===== src/rtl/scan_hex.sv =====
// Command-line scanner: returns one raw byte or a hex number of up to DIGITS digits
// from the UART receive stream, with backspace editing and error flagging.
module scan_hex #(
  parameter int unsigned DIGITS   = 8,
  parameter int unsigned AUTO_END = 1,
  parameter int unsigned CW       = $clog2(DIGITS + 1)
) (
  input  logic                  clk,
  input  logic                  rstn,
  input  logic [7:0]            d_rx,
  input  logic                  vld_rx,
  output logic                  rdy_rx,
  input  logic                  req_rx,
  input  logic                  type_rx,
  output logic                  ack_rx,
  output logic [4*DIGITS-1:0]   din_rx,
  output logic [CW-1:0]         cnt_rx,
  output logic                  flag_rx,
  output logic                  err_rx
);

  localparam int unsigned     W       = 4 * DIGITS;
  localparam logic [CW-1:0]   CNT_MAX = CW'(DIGITS);

  typedef enum logic [1:0] {IDLE, COLLECT, DONE} state_e;

  state_e          state_q, state_d;
  logic [W-1:0]    din_q, din_d;
  logic [CW-1:0]   cnt_q, cnt_d;
  logic            flag_q, flag_d;
  logic            err_q, err_d;
  logic            ack_q, ack_d;
  logic            rdy_q, rdy_d;
  logic            armed_q, armed_d;
  logic            accept;
  logic            complete;
  logic            is_hex;
  logic [3:0]      nib;

  // armed blocks a held character from being taken a second time
  assign accept  = (state_q == COLLECT) && vld_rx && !rdy_q && armed_q;
  assign rdy_d   = accept;
  assign armed_d = accept ? 1'b0 : (!vld_rx ? 1'b1 : armed_q);
  assign ack_d   = (state_d == DONE);

  always_comb begin
    is_hex = 1'b1;
    nib    = '0;
    if (d_rx >= 8'h30 && d_rx <= 8'h39)      nib = d_rx[3:0];
    else if (d_rx >= 8'h41 && d_rx <= 8'h46) nib = d_rx[3:0] + 4'd9;
    else if (d_rx >= 8'h61 && d_rx <= 8'h66) nib = d_rx[3:0] + 4'd9;
    else                                     is_hex = 1'b0;
  end

  always_ff @(posedge clk or negedge rstn) begin
    if (!rstn) state_q <= IDLE;
    else       state_q <= state_d;
  end

  always_comb begin
    state_d = state_q;
    case (state_q)
      IDLE:    if (req_rx && !ack_q) state_d = COLLECT;
      COLLECT: if (!req_rx)          state_d = IDLE;
               else if (complete)    state_d = DONE;
      DONE:    if (!req_rx)          state_d = IDLE;
      default:                       state_d = IDLE;
    endcase
  end

  always_comb begin
    din_d    = din_q;
    cnt_d    = cnt_q;
    flag_d   = flag_q;
    err_d    = err_q;
    complete = 1'b0;
    case (state_q)
      IDLE: begin
        if (req_rx && !ack_q) begin
          din_d  = '0;
          cnt_d  = '0;
          flag_d = 1'b0;
          err_d  = 1'b0;
        end
      end
      COLLECT: begin
        // an aborting request discards the character's effect; only rdy is kept
        if (accept && req_rx) begin
          if (!type_rx) begin
            din_d    = W'(d_rx);
            cnt_d    = '0;
            flag_d   = (d_rx == 8'h0D);
            complete = 1'b1;
          end else if (is_hex) begin
            if (cnt_q < CNT_MAX) begin
              din_d = (din_q << 4) | W'(nib);
              cnt_d = cnt_q + CW'(1);
              if (AUTO_END != 0 && (cnt_q + CW'(1)) == CNT_MAX) complete = 1'b1;
            end else begin
              err_d = 1'b1;
            end
          end else begin
            case (d_rx)
              8'h08: begin
                if (cnt_q != '0) begin
                  din_d = din_q >> 4;
                  cnt_d = cnt_q - CW'(1);
                end
              end
              8'h20:   if (cnt_q != '0) complete = 1'b1;
              8'h0D: begin
                complete = 1'b1;
                flag_d   = (cnt_q == '0);
              end
              8'h0A:   ;
              default: err_d = 1'b1;
            endcase
          end
        end
      end
      default: ;
    endcase
  end

  always_ff @(posedge clk or negedge rstn) begin
    if (!rstn) begin
      din_q   <= '0;
      cnt_q   <= '0;
      flag_q  <= 1'b0;
      err_q   <= 1'b0;
      ack_q   <= 1'b0;
      rdy_q   <= 1'b0;
      armed_q <= 1'b1;
    end else begin
      din_q   <= din_d;
      cnt_q   <= cnt_d;
      flag_q  <= flag_d;
      err_q   <= err_d;
      ack_q   <= ack_d;
      rdy_q   <= rdy_d;
      armed_q <= armed_d;
    end
  end

  assign rdy_rx  = rdy_q;
  assign ack_rx  = ack_q;
  assign din_rx  = din_q;
  assign cnt_rx  = cnt_q;
  assign flag_rx = flag_q;
  assign err_rx  = err_q;

endmodule


===== config.mk =====
export PLATFORM = sky130hd
export DESIGN_NAME = scan_hex
export DESIGN_NICKNAME = d
export VERILOG_FILES = /design/src/rtl/scan_hex.sv
export SDC_FILE = /design/constraint.sdc
export NUM_CORES = 1
export LEC_CHECK = 0
export CAP_MARGIN = 20
export CORE_MARGIN = 10
export CORE_UTILIZATION = 53
export CTS_BUF_LIST = sky130_fd_sc_hd__clkbuf_8
export DETAILED_ROUTE_END_ITERATION = 8
export PLACE_DENSITY = 0.83
export SLEW_MARGIN = 5
export SYNTH_ARGS = -nofsm -noshare
export SYNTH_HDL_FRONTEND = slang
export SYNTH_SLANG_ARGS = --single-unit

===== constraint.sdc =====
create_clock -name clk -period 3.2 [get_ports clk]
set_clock_uncertainty 0.2 [all_clocks]
set_input_delay 0.64 -clock clk [delete_from_list [all_inputs] [get_ports clk]]
set_output_delay 0.64 -clock clk [all_outputs]
set_load 0.005 [all_outputs]

---- Yosys cells after proc, flatten, opt, wreduce, memory -nomap -nowiden ----
Index checks and enable logic that the tools add are counted.
word-level totals
  register bits after elaboration ......... 43
  bits of input ports ..................... 13
  output and inout port bits .............. 40
  word-level logic and storage cells ...... 105
operators by class
  add/subtract/negate cells ............... 3
  magnitude comparators ................... 7
  equal/unequal tests ..................... 19
  multiplexer cells ....................... 49
  bitwise operators ....................... 1
  reductions and logical operators ........ 18
operators with widths
  operator               number
  $mux W32               7
  $pmux W32 S2           1
  $mux W4                10
  $or A32 B4 Y32         1
  $eq A8 B4 Y1 const B   3
  $mux W1                22
  $ge A8 B7 Y1 const B   2
  $le A8 B7 Y1 const B   2
  $ne A4 B3 Y1 const B   3
  $reduce_and A6 Y1      2
  $ne A3 B3 Y1 const B   3
  $eq A8 B6 Y1 const B   1
  $ge A8 B6 Y1 const B   1
  $le A8 B6 Y1 const B   1
  $logic_and A1 B1 Y1    8
  $mux W2                4
  $pmux W4 S2            1
  $pmux W1 S2            3
  $pmux W2 S3            1
  $reduce_and A5 Y1      1
  $add A4 B1 Y4 const B  1
  $add A4 B4 Y4 const B  1
  $eq A2 B2 Y1 const B   2
  $eq A4 B4 Y1 const B   1
  12 further kinds       15

---- Depth between registers and ports, before layout ----
  word-level depth ........................ 13
  mapped depth ............................ 10
  depth with buffers taken out ............ 7

---- Worst setup path before layout ----
No wires, ideal clock.
  kind .................................... input to register
  from .................................... input port d_rx[1]
  to ...................................... register din_q[2], in the netlist din_rx[2]
  library setup time ...................... 0.127 ns
  arrival ................................. 2.396 ns
  required time ........................... 2.873 ns
  slack ................................... 0.476 ns
  stages .................................. 8
  path buffers ............................ 1
  cells stage by stage .................... inv_1 ha_1 nor3b_1 nor3_4 o21ai_2 a32o_1 buf_6 mux2_1
on the way
  word-level cells in the longest chain between the ends .. 11
  elaborated cells between the ends (all ways) .. 27
  those cells by class .................... add/sub: 1; order compare: 6; eq/ne: 4; mux: 11; bitwise: 1; reduce/logical: 4
RTL lines
  what                                          RTL line  source
  from (decl)                                   10        input logic [7:0] d_rx,
  $ge A8 B7 Y1 or $le A8 B7 Y1 (tied branches)  51        else if (d_rx >= 8'h61 && d_rx <= 8'h66) nib = d_rx[3:0] + 4'd9;
  $logic_and A1 B1 Y1                           51
  $mux W4                                       51
  $mux W4                                       50        else if (d_rx >= 8'h41 && d_rx <= 8'h46) nib = d_rx[3:0] + 4'd9;
  $mux W4                                       49        if (d_rx >= 8'h30 && d_rx <= 8'h39) nib = d_rx[3:0];
  $or A32 B4 Y32                                96        din_d = (din_q << 4) | W'(nib);
  $mux W32                                      95        if (cnt_q < CNT_MAX) begin
  $mux W32                                      94        end else if (is_hex) begin
  $mux W32                                      89        if (!type_rx) begin
  $mux W32                                      88        if (accept && req_rx) begin
  $pmux W32 S2                                  77        case (state_q)
  to (signal assigned)                          135       din_q <= din_d;
  to (decl)                                     28        logic [W-1:0] din_q, din_d;
Parallel ways exist; a longest one is shown, timed or not. The select of a mux whose other input is x is not followed.
A chain may end at the register's enable or synchronous reset.

---- Final worst setup path ----
  from .................................... input port d_rx[1]
  to ...................................... register err_q, in the netlist err_rx
on the way
  word-level cells in the longest chain between the ends .. 9
  elaborated cells between the ends (all ways) .. 24
  those cells by class .................... order compare: 6; eq/ne: 6; mux: 7; reduce/logical: 5
RTL lines
  what                                          RTL line  source
  $ge A8 B7 Y1 or $le A8 B7 Y1 (tied branches)  51
  $logic_and A1 B1 Y1                           51
  $mux W1                                       51
  $mux W1                                       50
  $mux W1                                       49
  $mux W1                                       94
  $mux W1                                       89
  $mux W1                                       88
  $pmux W1 S2                                   77
  to (signal assigned)                          138       err_q <= err_d;
  to (decl)                                     31        logic err_q, err_d;
Parallel ways exist; a longest one is shown, timed or not. The select of a mux whose other input is x is not followed.

==> flow_metrics.py <==
metrics = {
    "floorplan": {
        "fp.dieW_um": 88.7,
        "pin_count": 53,
        "dieHeight_um": 88.7,
        "start_util_pct": 56.0,
        "num_rows": 24,
        "dieArea_um2": 7880,
        "floorplan.core_area_um2": 4470,
    },
    "global_routing": {
        "grt_max_degree": 44,
        "antenna_found_initial": 0,
        "grt.total_usage_pct": 18.0,
        "overflow": 0,
        "grt_first_pass_wirelength_mm": 11.3,
        "grt_pass1_vias": 2215,
    },
    "finish": {
        "antenna_cells": 0,
        "area_delta_synth_final_pct": 30.8,
        "fin_nets": 331,
        "multi_input_area_um2": 1300,
        "seqCellArea_um2": 1080,
        "drive_above_1_share_pct": 13.1,
        "fillers": 331,
    },
    "routing": {
        "drc_errors": 0,
        "wl_per_cell_um": 18.0,
        "drt_iter0_drc": 118,
        "wl_mm": 6.56,
        "drt-vias-per-instance": 6.06,
        "detail-route-antenna-nets": 0,
        "num_vias": 2207,
        "drtPass1Iterations": 4,
    },
    "worst_setup_path": {
        "worst_setup_path_start_kind": "primary input",
        "crit_required_ns": 3.22,
        "path_class": "primary input to register",
        "crit_chain": "clkdlybuf4s50_1 > inv_1 > ha_1 > nor3b_1 > nor3_4 > buf_4 > a2111oi_0 > a21oi_1 > o21ai_0",
        "cp_max_fo": 8,
        "max_stage_delay_ns": 0.56,
        "cp_slowest_cell": "a2111oi_0",
        "end_kind": "register",
        "worstPathArrival_ns": 2.98,
    },
    "pwr": {
        "seq_power_share_pct": 47.2,
        "power_density_nw_per_um2": 382,
        "vdd_drop_max_uv": 265,
        "p_int_w": 0.000914,
        "leakage_nw": 1.46,
        "p_comb_share_pct": 18.6,
        "switching_power_w": 0.000337,
        "clock_power_share_pct": 34.2,
        "sw_frac_of_total_pct": 26.9,
    },
    "clocking": {
        "root_buffer": "clkbuf_8",
        "clkSinkCount": 43,
        "holdBufCountCts": 0,
        "tritoncts": "built",
        "cts_buffers": 5,
        "post_cts_buffers": 0,
        "post_cts_resized": 0,
        "clk_pin_slew_ns": 0.08,
        "insertion_delay_ns": 0.30,
        "cts_buffer_depth": 2,
        "ctsHtreeMaxLevel": 2,
    },
    "timing": {
        "fin_crit_ns": 2.96,
        "hold_viol_final": 0,
        "holdWs_ns": 0.273,
        "setup_violations": 0,
        "rsz0062_at_grt": "no",
        "slew_headroom_pct": 37.7,
        "worstMarginPinSlew_ns": 0.934,
        "fmax_mhz": 337,
        "slew_viol_final": 0,
        "fin_setup_tns_ns": 0,
        "fin_crit_sh_pct": 92.6,
    },
    "logic_synthesis": {
        "syn_inst": 245,
        "synth_area_um2": 2500,
        "synth_top_area_share_pct": 42.0,
        "synth_common_cells": "42 x dfrtp_1, 24 x mux2i_1, 21 x o2bb2ai_1",
        "synth-seq-cells": 43,
        "synthTopCellsByArea": "dfrtp_1 42%, mux2i_1 9.6%, o2bb2ai_1 7.3%, ha_1 3.5%, nand3_1 2.6%",
        "async_flop_share_pct": 100,
        "yosysUniqueCellTypes": 51,
        "synth_nets": 265,
        "yosysTopAreaCell": "dfrtp_1",
        "synth_most_common_cell": "dfrtp_1",
        "ys_warn_count": 0,
        "synth_edf_count": 0,
        "yosysSeqAreaShare_pct": 43.0,
        "synth-main-ff-cell": "dfrtp_1",
        "avgSynthCellArea_um2": 10.2,
    },
    "place": {
        "post-dp-hpwl_mm": 4.95,
        "routabilityCongestion": 0.922,
        "port_buffers": 52,
    },
    "outcome": {
        "run_status": "finished clean",
    },
    "min_path": {
        "hp-class": "primary input to async pin",
    },
    "job": {
        "cap_viol_max_count": 0,
    },
}
## per-layer routing
layer / vias up / wire, um / track usage [%]
met2: 59 / 3210 / 28.7
met1: 1097 / 2920 / 23.2
met4: 0 / 57 / 5.73
li1: 1045 / - / -
met3: 6 / 372 / 5.06
met5: - / 0 / 0
## state kept, by name, indices dropped and copies added, names as in the netlist
| register | flops |
|---|---|
| ack_rx | 1 |
| armed_q | 1 |
| cnt_rx | 4 |
| din_rx | 32 |
| err_rx | 1 |
| flag_rx | 1 |
| rdy_rx | 1 |
| state_q | 2 |
## stage by stage
step | cell area (um^2) | power, W | util, % | setup slack, ns | cells
floorplan | 2500 | 0.000719 | - | 0.476 | 245
global placement | 3160 | 0.000832 | 70.7 | 0.0164 | 356
detailed placement | 3160 | 0.000834 | 70.7 | -0.0696 | 356
CTS | 3280 | 0.00126 | 73.2 | 0.240 | 364
global route | 3280 | 0.00131 | 73.2 | 0.0337 | 364
finish | 3280 | 0.00125 | 73.2 | 0.236 | 364
## logic make-up (layout without fill, tap and decap cells)
kind of cell	Yosys count	in the layout	synth area share, %
compound gates	74	74	21.9
xor+xnor	1	1	0.350
fa+ha+maj	7	7	3.50
buf+inv	28	95	5.14
flops	43	43	43.0
mux	26	26	10.5
simple gates	66	66	15.6
## power groups by stage
stage	Combinational [W]	Clock, W	Sequential (W)
finish	0.000233	0.000428	0.000591
global route	0.000257	0.000460	0.000595
CTS	0.000234	0.000435	0.000591
detailed placement	0.000233	0	0.000601
global placement	0.000231	0	0.000601
floorplan	0.000122	0	0.000597
## critical path: cells and delay by family
| kind | cells | cell delay, ns |
|---|---|---|
| adders and majority gates | 1 | 0.25 |
| AOI/OAI and AO/OA | 3 | 0.85 |
| and+or+nand+nor | 2 | 0.53 |
| buffers and inverters | 3 | 0.71 |
## final cells by class
type / count / area share [%]
sequential: 43 / 32.9
clock inverter: 3 / 1.34
tap: 52 / 1.99
clock buffer: 5 / 2.10
inverter: 15 / 1.72
multi-input combinational: 174 / 39.6
timing repair buffer: 72 / 20.3
## cells in the final DEF, fill, tap and decap left out, types with 2 or more instances in the layout
| master | n |
|---|---|
| clkdlybuf4s50_1 | 51 |
| dfrtp_1 | 42 |
| mux2i_1 | 24 |
| o2bb2ai_1 | 21 |
| buf_4 | 20 |
| inv_1 | 15 |
| nand3_1 | 13 |
| a21oi_1 | 12 |
| o21ai_0 | 10 |
| nor3_1 | 9 |
| nor2_1 | 7 |
| ha_1 | 7 |
| nand2_1 | 6 |
| a32o_1 | 6 |
| or2_2 | 5 |
| clkbuf_8 | 5 |
| nand2b_1 | 4 |
| nor3b_1 | 3 |
| nor2b_1 | 3 |
| or3_1 | 3 |
| and3_1 | 3 |
| o21a_1 | 3 |
| a21o_1 | 3 |
| a31oi_1 | 2 |
| nor4_1 | 2 |
| o211ai_1 | 2 |
| mux2_1 | 2 |
| o31ai_1 | 2 |
| a211o_1 | 2 |
## path summary, 6_finish.rpt
kind / startpoint / endpoint / slack (ns) / cells past startpoint
max: d_rx[1] / err_rx / 0.24 / 9
min: rstn / din_rx[2] / 0.27 / 1
max reg2reg: cnt_rx[0] / din_rx[7] / 0.65 / 7
min reg2reg: err_rx / err_rx / 0.30 / 2
max in group asynchronous: rstn / din_rx[27] / 1.94 / 1
min in group clk: err_rx / err_rx / 0.30 / 2
No activity file was read; power rests on OpenSTA's default activity.
